## src/rtl/bitty_sequencer.sv

```systemverilog
// Program sequencer for the bitty core: fetches 16-bit instructions over a window,
// hands each to the core with a run pulse and waits for done under a watchdog.
//
// state   | meaning
// --------+-----------------------------------------------------------
// S_IDLE  | waiting for start; outputs quiet
// S_FETCH | mem_rd asserted with mem_addr = pc
// S_WAIT  | memory data returns; captured into instruction
// S_ISSUE | run pulse to the core; watchdog loaded
// S_EXEC  | waiting for core_done; watchdog counts down to terminal zero
module bitty_sequencer #(
  parameter int ADDR_W  = 8,
  parameter int TIMEOUT = 64
) (
  input  logic              clk,
  input  logic              reset,
  input  logic              start,
  input  logic [ADDR_W-1:0] start_addr,
  input  logic [ADDR_W-1:0] end_addr,
  input  logic              halt_req,
  output logic              mem_rd,
  output logic [ADDR_W-1:0] mem_addr,
  input  logic [15:0]       mem_data,
  output logic [15:0]       instruction,
  output logic              run,
  input  logic              core_done,
  output logic              busy,
  output logic              finished,
  output logic              error,
  output logic [ADDR_W-1:0] pc,
  output logic [15:0]       instr_count
);

  localparam int              WD_W    = $clog2(TIMEOUT + 1);
  localparam logic [WD_W-1:0] WD_LOAD = WD_W'(TIMEOUT - 1);
  localparam logic [15:0]     CNT_MAX = 16'hFFFF;

  typedef enum logic [2:0] {
    S_IDLE,
    S_FETCH,
    S_WAIT,
    S_ISSUE,
    S_EXEC
  } state_t;

  state_t            state_q, state_d;
  logic [ADDR_W-1:0] pc_q, pc_d;
  logic [ADDR_W-1:0] end_q, end_d;
  logic [15:0]       instr_q, instr_d;
  logic [15:0]       count_q, count_d;
  logic              err_q, err_d;
  logic              halt_q, halt_d;
  logic              fin_q, fin_d;
  logic [WD_W-1:0]   wdog_q, wdog_d;

  always_ff @(posedge clk or negedge reset) begin
    if (!reset) begin
      state_q <= S_IDLE;
      pc_q    <= '0;
      end_q   <= '0;
      instr_q <= '0;
      count_q <= '0;
      err_q   <= 1'b0;
      halt_q  <= 1'b0;
      fin_q   <= 1'b0;
      wdog_q  <= '0;
    end else begin
      state_q <= state_d;
      pc_q    <= pc_d;
      end_q   <= end_d;
      instr_q <= instr_d;
      count_q <= count_d;
      err_q   <= err_d;
      halt_q  <= halt_d;
      fin_q   <= fin_d;
      wdog_q  <= wdog_d;
    end
  end

  always_comb begin
    state_d = state_q;
    pc_d    = pc_q;
    end_d   = end_q;
    instr_d = instr_q;
    count_d = count_q;
    err_d   = err_q;
    halt_d  = halt_q;
    fin_d   = 1'b0;
    wdog_d  = wdog_q;

    // A halt is only remembered here; it takes effect at the next completion.
    if (state_q != S_IDLE && halt_req) begin
      halt_d = 1'b1;
    end

    case (state_q)
      S_IDLE: begin
        if (start) begin
          pc_d    = start_addr;
          end_d   = end_addr;
          count_d = '0;
          err_d   = 1'b0;
          halt_d  = 1'b0;
          state_d = S_FETCH;
        end
      end
      S_FETCH: begin
        state_d = S_WAIT;
      end
      S_WAIT: begin
        instr_d = mem_data;
        state_d = S_ISSUE;
      end
      S_ISSUE: begin
        wdog_d  = WD_LOAD;
        state_d = S_EXEC;
      end
      S_EXEC: begin
        if (core_done) begin
          if (count_q != CNT_MAX) begin
            count_d = count_q + 16'd1;
          end
          if (pc_q == end_q || halt_q || halt_req) begin
            fin_d   = 1'b1;
            halt_d  = 1'b0;
            state_d = S_IDLE;
          end else begin
            pc_d    = pc_q + 1'b1;
            state_d = S_FETCH;
          end
        end else if (wdog_q == '0) begin
          // Terminal count reached on the TIMEOUT-th EXEC cycle without done.
          err_d   = 1'b1;
          halt_d  = 1'b0;
          state_d = S_IDLE;
        end else begin
          wdog_d = wdog_q - 1'b1;
        end
      end
      default: begin
        state_d = S_IDLE;
      end
    endcase
  end

  assign mem_rd      = (state_q == S_FETCH);
  assign mem_addr    = pc_q;
  assign run         = (state_q == S_ISSUE);
  assign busy        = (state_q != S_IDLE);
  assign finished    = fin_q;
  assign error       = err_q;
  assign pc          = pc_q;
  assign instruction = instr_q;
  assign instr_count = count_q;

endmodule

```

## config.mk

```make
export PLATFORM = sky130hd
export DESIGN_NAME = bitty_sequencer
export DESIGN_NICKNAME = d
export VERILOG_FILES = /design/src/rtl/bitty_sequencer.sv
export SDC_FILE = /design/constraint.sdc
export NUM_CORES = 1
export LEC_CHECK = 0
export ABC_AREA = 1
export ABC_CLOCK_PERIOD_IN_PS = 4200
export CORE_UTILIZATION = 52
export CTS_CLUSTER_DIAMETER = 40
export CTS_CLUSTER_SIZE = 16
export DETAILED_ROUTE_END_ITERATION = 8
export PLACE_DENSITY = 0.92
export RECOVER_POWER = 25
export SYNTH_ARGS = -nofsm -noshare
export SYNTH_HDL_FRONTEND = slang
export SYNTH_SLANG_ARGS = --single-unit
```

## constraint.sdc

```tcl
create_clock -name clk -period 4.2 [get_ports clk]
set_clock_uncertainty 0.1 [all_clocks]
set_input_delay 0.84 -clock clk [delete_from_list [all_inputs] [get_ports clk]]
set_output_delay 0.84 -clock clk [all_outputs]
set_load 0.01 [all_outputs]
```

==> impl_results.rst, run 1 <==
.. list-table::
   :header-rows: 1

   * - Metric
     - Value
   * - Outcome
     - complete, but fails checks
   * - Synthesized netlist net count
     - 445
   * - Area share of the largest cell type after synthesis
     - 45.6%
   * - Area of the mapped netlist
     - 3350 sq um
   * - Total via count in the routed design
     - 3130
   * - Number of flip-flops and latches in the synthesized netlist
     - 61
   * - Hold Fails Final Rpt
     - 0
   * - CTS tree
     - yes
   * - Top-level I/O count
     - 90
   * - CTS clk-pin slew, worst paths
     - 0.07 ns
   * - Maximum number of pins on one net before global-route repair
     - 43
   * - Final wirelength
     - 8450 um
   * - Clock buffer count from CTS
     - 9
   * - # port buffers
     - 89
   * - Maximum clock frequency
     - 350 MHz
   * - Count of flip-flops with a built-in enable after synthesis
     - 0
   * - Ranking of synthesized cells by instance count
     - sky130_fd_sc_hd__nand2_1, sky130_fd_sc_hd__dfrtp_1, sky130_fd_sc_hd__inv_1
   * - Die Span Y
     - 82.3 um
   * - Setup tns final
     - 0 ns
   * - Most repeated cell in the gate-level netlist after synthesis
     - sky130_fd_sc_hd__nand2_1
   * - Share of final-layout standard cells stronger than drive strength 1
     - 12.0%
   * - Nets
     - 528
   * - Post-synthesis cell count
     - 405
   * - Smallest setup slack after layout
     - 1.34 ns
   * - Total power after layout
     - 2.85 mW
   * - Final HPWL DP
     - 5960 um
   * - Number of clock sinks
     - 61
   * - Detailed Route Iter0 Violations
     - 205
   * - Final instance area
     - 4420 sq um
   * - Max-slew violation count
     - 43
   * - Sequential area share after synthesis
     - 45.6%
   * - Synth area leader
     - sky130_fd_sc_hd__dfrtp_1
   * - First-pass DRT Iterations
     - 5
   * - Placement Setup Slack
     - 1.60 ns
   * - Layout Area Growth over Synthesis
     - 31.9%
   * - Minimum period implied by the final worst setup slack
     - 2.86 ns
   * - Cts-stage hold buffer count
     - 0
   * - Data arrival at the endpoint of the critical path
     - 1.92 ns
   * - Initial antenna violation count
     - 0
   * - Failing checks
     - capacitance limit, slew limit
   * - Max-slew headroom
     - -49.9%
   * - Worst Path Required
     - 3.26 ns
   * - Standard-cell rows
     - 28
   * - Kind of launch point of the worst setup path
     - flip-flop
   * - Final setup violation count
     - 0
   * - Number of synthesis warnings
     - 0
   * - Routed length per placed instance
     - 14.9 um
   * - Class of the tightest hold or removal check
     - reg -> reg
   * - Global-route wire length before repair
     - 14100 um
   * - Bufs on Longest Clock Path
     - 2
   * - Die Outline Area
     - 6770 sq um
   * - Max-capacitance violation count
     - 1
   * - Final estimated routing congestion in global placement
     - 0.861
   * - Area after detailed placement
     - 4210 sq um
   * - CTS H-tree lvls
     - 3
   * - Die width
     - 82.3 um
   * - Number of global-route vias before repair
     - 3162
   * - Starting Density
     - 55.3%
   * - Avg Synthesized Cell Area
     - 8.27 sq um
   * - Final global-route overflow total
     - 0
   * - Post-CTS setup buffer count
     - 0
   * - Synth cell types
     - 36
   * - Clock tree root driver cell
     - sky130_fd_sc_hd__clkbuf_8
   * - Final ANT Viol Nets
     - 0
   * - Actual transition at the worst max-transition pin
     - 2.25 ns
   * - Static leakage power
     - 1.99 nW
   * - Placeable core area
     - 6060 sq um
   * - Via-per-instance ratio
     - 5.51
   * - Post-route fraction of the period consumed by the critical path
     - 68.1%
   * - Crit path kind
     - reg -> out
   * - Crit end category
     - output pin
   * - Number of instances resized during post-cts repair
     - 0
   * - Post-route core utilization
     - 72.9%
   * - RSZ-0062 raised after global routing
     - no
   * - Post-synth ARST share
     - 100%
   * - Primary FF master, synth
     - sky130_fd_sc_hd__dfrtp_1
   * - Power density over the cells
     - 645 nW/um^2
   * - DRC violations left
     - 0
   * - Dominant cells by area after synthesis
     - sky130_fd_sc_hd__dfrtp_1, sky130_fd_sc_hd__nand2_1, sky130_fd_sc_hd__mux2_2
   * - Max rail drop VDD
     - 0.000452 V
   * - Clk Latency, worst-skew pair
     - 0.35 ns
   * - Largest fanout on the critical path
     - 4
   * - All-layer global routing usage
     - 27.9%
   * - Antenna diode count
     - 0
[worst paths after layout]
path	start	endpoint	slack, ns	cells after the start
max	state_q[2]	run	1.34	4
min	wdog_q[2]	wdog_q[2]	0.38	2
max reg2reg	state_q[0]	instr_count[7]	1.69	9
min reg2reg	wdog_q[2]	wdog_q[2]	0.38	2
max in group asynchronous	reset	instruction[12]	1.66	1
min in group asynchronous	reset	instr_count[14]	1.05	1
[power by group]
group | leakage, nW | switching (mW) | internal, mW | total, mW
combinational | 1.13 | 0.640 | 0.627 | 1.27
clock | 0.110 | 0.245 | 0.334 | 0.579
sequential | 0.749 | 0.209 | 0.797 | 1.01
[state kept, by name, summed over array words and instances, names as in the netlist]
register	count
instr_count	16
instruction	16
end_q	8
mem_addr	8
wdog_q	7
state_q	3
error	1
finished	1
halt_q	1
[cell usage in the layout (no fill, tap or decap), types with 2 or more instances in the layout]
master                            count
sky130_fd_sc_hd__a31o_2               2
sky130_fd_sc_hd__a21oi_1              8
sky130_fd_sc_hd__dfrtp_1             61
sky130_fd_sc_hd__nand2_2              4
sky130_fd_sc_hd__nor2_2               3
sky130_fd_sc_hd__inv_1               37
sky130_fd_sc_hd__clkdlybuf4s50_1     88
sky130_fd_sc_hd__mux2_2              19
sky130_fd_sc_hd__o21ai_2              4
sky130_fd_sc_hd__clkinv_4             2
sky130_fd_sc_hd__nand3_1             30
sky130_fd_sc_hd__xnor2_1              5
sky130_fd_sc_hd__clkbuf_8             9
sky130_fd_sc_hd__nand4_1             11
sky130_fd_sc_hd__xor2_1               7
sky130_fd_sc_hd__clkbuf_1             2
sky130_fd_sc_hd__nor3b_1              2
sky130_fd_sc_hd__inv_2                4
sky130_fd_sc_hd__nand2_1            115
sky130_fd_sc_hd__clkinv_2             2
sky130_fd_sc_hd__nor3_1               4
sky130_fd_sc_hd__o21ai_0             10
sky130_fd_sc_hd__bufinv_16            2
sky130_fd_sc_hd__a31oi_1              2
sky130_fd_sc_hd__o21ai_1             10
sky130_fd_sc_hd__nor2_1              35
sky130_fd_sc_hd__ha_1                 3
[critical path, stage by stage (launching register included)]
cell and delay, ns:
sky130_fd_sc_hd__dfrtp_1 0.43, sky130_fd_sc_hd__inv_1 0.15, sky130_fd_sc_hd__nand2_1 0.10, sky130_fd_sc_hd__nor2_1 0.28, sky130_fd_sc_hd__clkdlybuf4s50_1 0.61
[per-layer routing]
layer  global-route usage, %  wire length [um]  share of wire (%)
met5                       0                 0                  0
met4                    11.8               204                2.4
met3                    11.1               876                 10
met2                    46.7              4190                 50
met1                    31.6              3180                 38
[through the flow]
stage               hold slack (ns)  cells
floorplan                     0.341    405
global placement              0.359    552
detailed placement            0.360    552
CTS                           0.376    568
global route                  0.417    568
finish                        0.376    568
[cells by family after synthesis]
group,Yosys count,share of synthesized area (%)
AOI/OAI and AO/OA,40,7.28
xor gates and xnor gates,12,3.14
adders and majority gates,3,1.12
buffers and inverters,59,8.48
DFF,61,45.6
muxes,19,6.39
and+or+nand+nor,211,28.0
[layout make-up]
cell class / instances / area (sq um)
inverter: 41 / 154
sequential: 61 / 1530
clock buffer: 10 / 128
tap: 75 / 93.8
clock inverter: 6 / 87.6
multi-input combinational: 285 / 1540
timing repair buffer: 90 / 892
fill: 421 / 1640
Power figures use the tool's default switching activity.
==> run 2, diff against run 1 <==
- ABC_CLOCK_PERIOD_IN_PS: 4200 -> 2600
- CORE_UTILIZATION: 52 -> 44
- PLACE_DENSITY: 0.92 -> 0.84
- clock period: 4.2 -> 2.6 ns (I/O delays scaled with it)
==> run 2 against run 1 <==
Effect of this change:
- first-iteration DRC count down 12%
- cell area rose by 1.8%
- the flow still finishes with violations (capacitance limit, slew limit)
- largest cell class unchanged
- critical path type unchanged
- routed wire length decreased by 3.5%
- highest routed layer unchanged
- sequential cell count did not move
- largest power group unchanged
==> impl_results.rst, run 2 (synthesis gave the netlist of run 1 again) <==
.. list-table::
   :header-rows: 1

   * - Metric
     - Value
   * - Kind of launch point of the worst setup path
     - flip-flop
   * - Placed instance count
     - 578 (+4.7%)
   * - Starting Density
     - 46.0% (-9.3 points)
   * - All-layer global routing usage
     - 22.4% (-5.6 points)
   * - Final cell count without fillers
     - 593 (+4.4%)
   * - Max-slew violation count
     - 30 (-30%)
   * - Smallest setup slack after layout
     - 0.210 ns (-1.13 ns)
   * - Setup tns final
     - 0 ns (unchanged)
   * - Layout Area Growth over Synthesis
     - 34.3%
   * - Failing checks
     - capacitance limit, slew limit
   * - Final global-route overflow total
     - 0 (unchanged)
   * - First-pass DRT Iterations
     - 5 (unchanged)
   * - Maximum number of pins on one net before global-route repair
     - 33 (-23%)
   * - Cell count of the worst hold path
     - 2 (unchanged)
   * - Standard-cell rows
     - 31 (+11%)
   * - Final HPWL DP
     - 5980 um (+0.42%)
   * - Most used cells in the layout excluding fill and tap cells
     - sky130_fd_sc_hd__nand2_1, sky130_fd_sc_hd__clkdlybuf4s50_1, sky130_fd_sc_hd__dfrtp_1, sky130_fd_sc_hd__inv_1, sky130_fd_sc_hd__nor2_1
   * - DRC violations left
     - 0 (unchanged)
   * - Crit path kind
     - reg -> out
   * - Detailed Route Iter0 Violations
     - 180 (-12%)
   * - Final estimated routing congestion in global placement
     - 0.846 (-1.7%)
   * - Die Span Y
     - 89.3 um (+8.5%)
   * - Nets
     - 530 (+0.38%)
   * - Number of clock sinks
     - 61 (unchanged)
   * - Final setup violation count
     - 0 (unchanged)
   * - Number of global-route vias before repair
     - 2945 (-6.9%)
   * - Hold endpoint
     - wdog_q[2]
   * - Clock buffer count from CTS
     - 9 (unchanged)
   * - # port buffers
     - 89 (unchanged)
   * - Total via count in the routed design
     - 3030 (-3.2%)
   * - Hold Fails Final Rpt
     - 0 (unchanged)
   * - Class of the tightest hold or removal check
     - reg -> reg
   * - Die width
     - 89.3 um (+8.5%)
   * - RSZ-0062 raised after global routing
     - no
   * - Clock tree root driver cell
     - sky130_fd_sc_hd__clkbuf_8
   * - Startpoint of the most critical register-to-register path
     - state_q[1]
   * - Data arrival at the endpoint of the critical path
     - 1.77 ns (-0.15 ns)
   * - Max-capacitance violation count
     - 1 (unchanged)
   * - Minimum period implied by the final worst setup slack
     - 2.39 ns
   * - Power density over the cells
     - 1030 nW/um^2 (+60%)
   * - Final ANT Viol Nets
     - 0 (unchanged)
   * - Reg-to-reg slack, setup
     - 0.50 ns (-1.19 ns)
   * - CTS tree
     - yes
   * - Placeable core area
     - 7290 sq um (+20%)
   * - Top-level I/O count
     - 90 (unchanged)
   * - Clk Latency, worst-skew pair
     - 0.35 ns (about the same)
   * - Actual transition at the worst max-transition pin
     - 1.68 ns (-0.570 ns)
   * - Max-slew headroom
     - -11.9% (+38 points)
   * - Placement Setup Slack
     - 0.311 ns (-1.29 ns)
   * - Share of final-layout standard cells stronger than drive strength 1
     - 12.8% (+0.79 points)
   * - Final wirelength
     - 8160 um (-3.5%)
   * - CTS clk-pin slew, worst paths
     - 0.06 ns (about the same)
   * - Largest fanout on the critical path
     - 4 (unchanged)
   * - Crit Reg-Reg Endpoint
     - instr_count[7]
   * - Static leakage power
     - 2.01 nW (+1.0%)
   * - Initial antenna violation count
     - 0 (unchanged)
   * - Global-route wire length before repair
     - 13200 um (-6.0%)
   * - Crit end category
     - output pin
   * - Maximum clock frequency
     - 418 MHz
   * - Post-route core utilization
     - 61.7% (-11 points)
   * - CTS H-tree lvls
     - 3 (unchanged)
   * - Cell depth of the worst flop-to-flop path
     - 9 (unchanged)
   * - Post-CTS setup buffer count
     - 0 (unchanged)
   * - Max rail drop VDD
     - 0.000635 V (+40%)
   * - Origin of the worst min-delay path
     - wdog_q[2]
   * - Via-per-instance ratio
     - 5.11 (-7.3%)
   * - Bufs on Longest Clock Path
     - 2 (unchanged)
   * - Antenna diode count
     - 0 (unchanged)
   * - Outcome
     - complete, but fails checks
   * - Most common cell after layout, fill and taps aside
     - sky130_fd_sc_hd__nand2_1
   * - Post-route fraction of the period consumed by the critical path
     - 91.9%
   * - Worst Path Required
     - 1.98 ns (-1.28 ns)
   * - Routed length per placed instance
     - 13.8 um (-7.5%)
   * - Die Outline Area
     - 7970 sq um (+18%)
[run 2: timing repair]
action,4_1_cts,5_1_grt
hold buffers,0,0
hold endpoints to repair,0,0
setup endpoints to repair,0,1
resized for setup,0,1
[run 2: area by class of cell]
cell class	count	area, sq um
Clock buffer	12	165
Clock inverter	3	67.6
Fill cell	628	2790
Inverter	41	154
Multi-Input combinational cell	285	1540
Sequential cell	61	1530
Tap cell	99	124
Timing Repair Buffer	92	920
[run 2: power breakdown]
| part | switching (mW) | internal [mW] | total (mW) |
|---|---|---|---|
| sequential | 0.333 | 1.29 | 1.62 |
| clock | 0.378 | 0.613 | 0.991 |
| combinational | 1.01 | 1.02 | 2.04 |
| total | 1.73 | 2.92 | 4.65 |
[run 2: critical path, stage by stage (launching register included)]
cell,delay [ns]
sky130_fd_sc_hd__dfrtp_1,0.42
sky130_fd_sc_hd__inv_1,0.13
sky130_fd_sc_hd__nand2_1,0.11
sky130_fd_sc_hd__nor2_2,0.18
sky130_fd_sc_hd__clkdlybuf4s50_1,0.58
[run 2: how the worst max path moves through the flow]
stage                         from             end  slack [ns]  cells after the start
finish                  state_q[2]             run        0.21                      4
global route            state_q[2]             run        0.09                      4
CTS                     state_q[2]             run        0.10                      4
detailed placement       core_done  instr_count[7]        0.31                      7
global placement         core_done  instr_count[7]        0.38                      7
floorplan           instr_count[0]  instr_count[6]        0.77                     10
[run 2: metrics by stage]
stage          cell area (sq um)  hold slack (ns)  total power, mW
6_report                    4500            0.390             4.65
5_1_grt                     4500            0.417             4.96
4_1_cts                     4500            0.136             4.67
3_5_place_dp                4270            0.373             3.65
3_3_place_gp                4270            0.354             3.58
2_1_floorplan               3350            0.124             2.86
[run 2: routing by layer]
metal / vias to the layer above / GRT usage (%) / wire length, um
li1: 1472 / - / -
met1: 1420 / 25.8 / 3310
met2: 117 / 36.8 / 3950
met3: 21 / 7.39 / 691
met4: 0 / 12.4 / 203
met5: - / 0 / 0
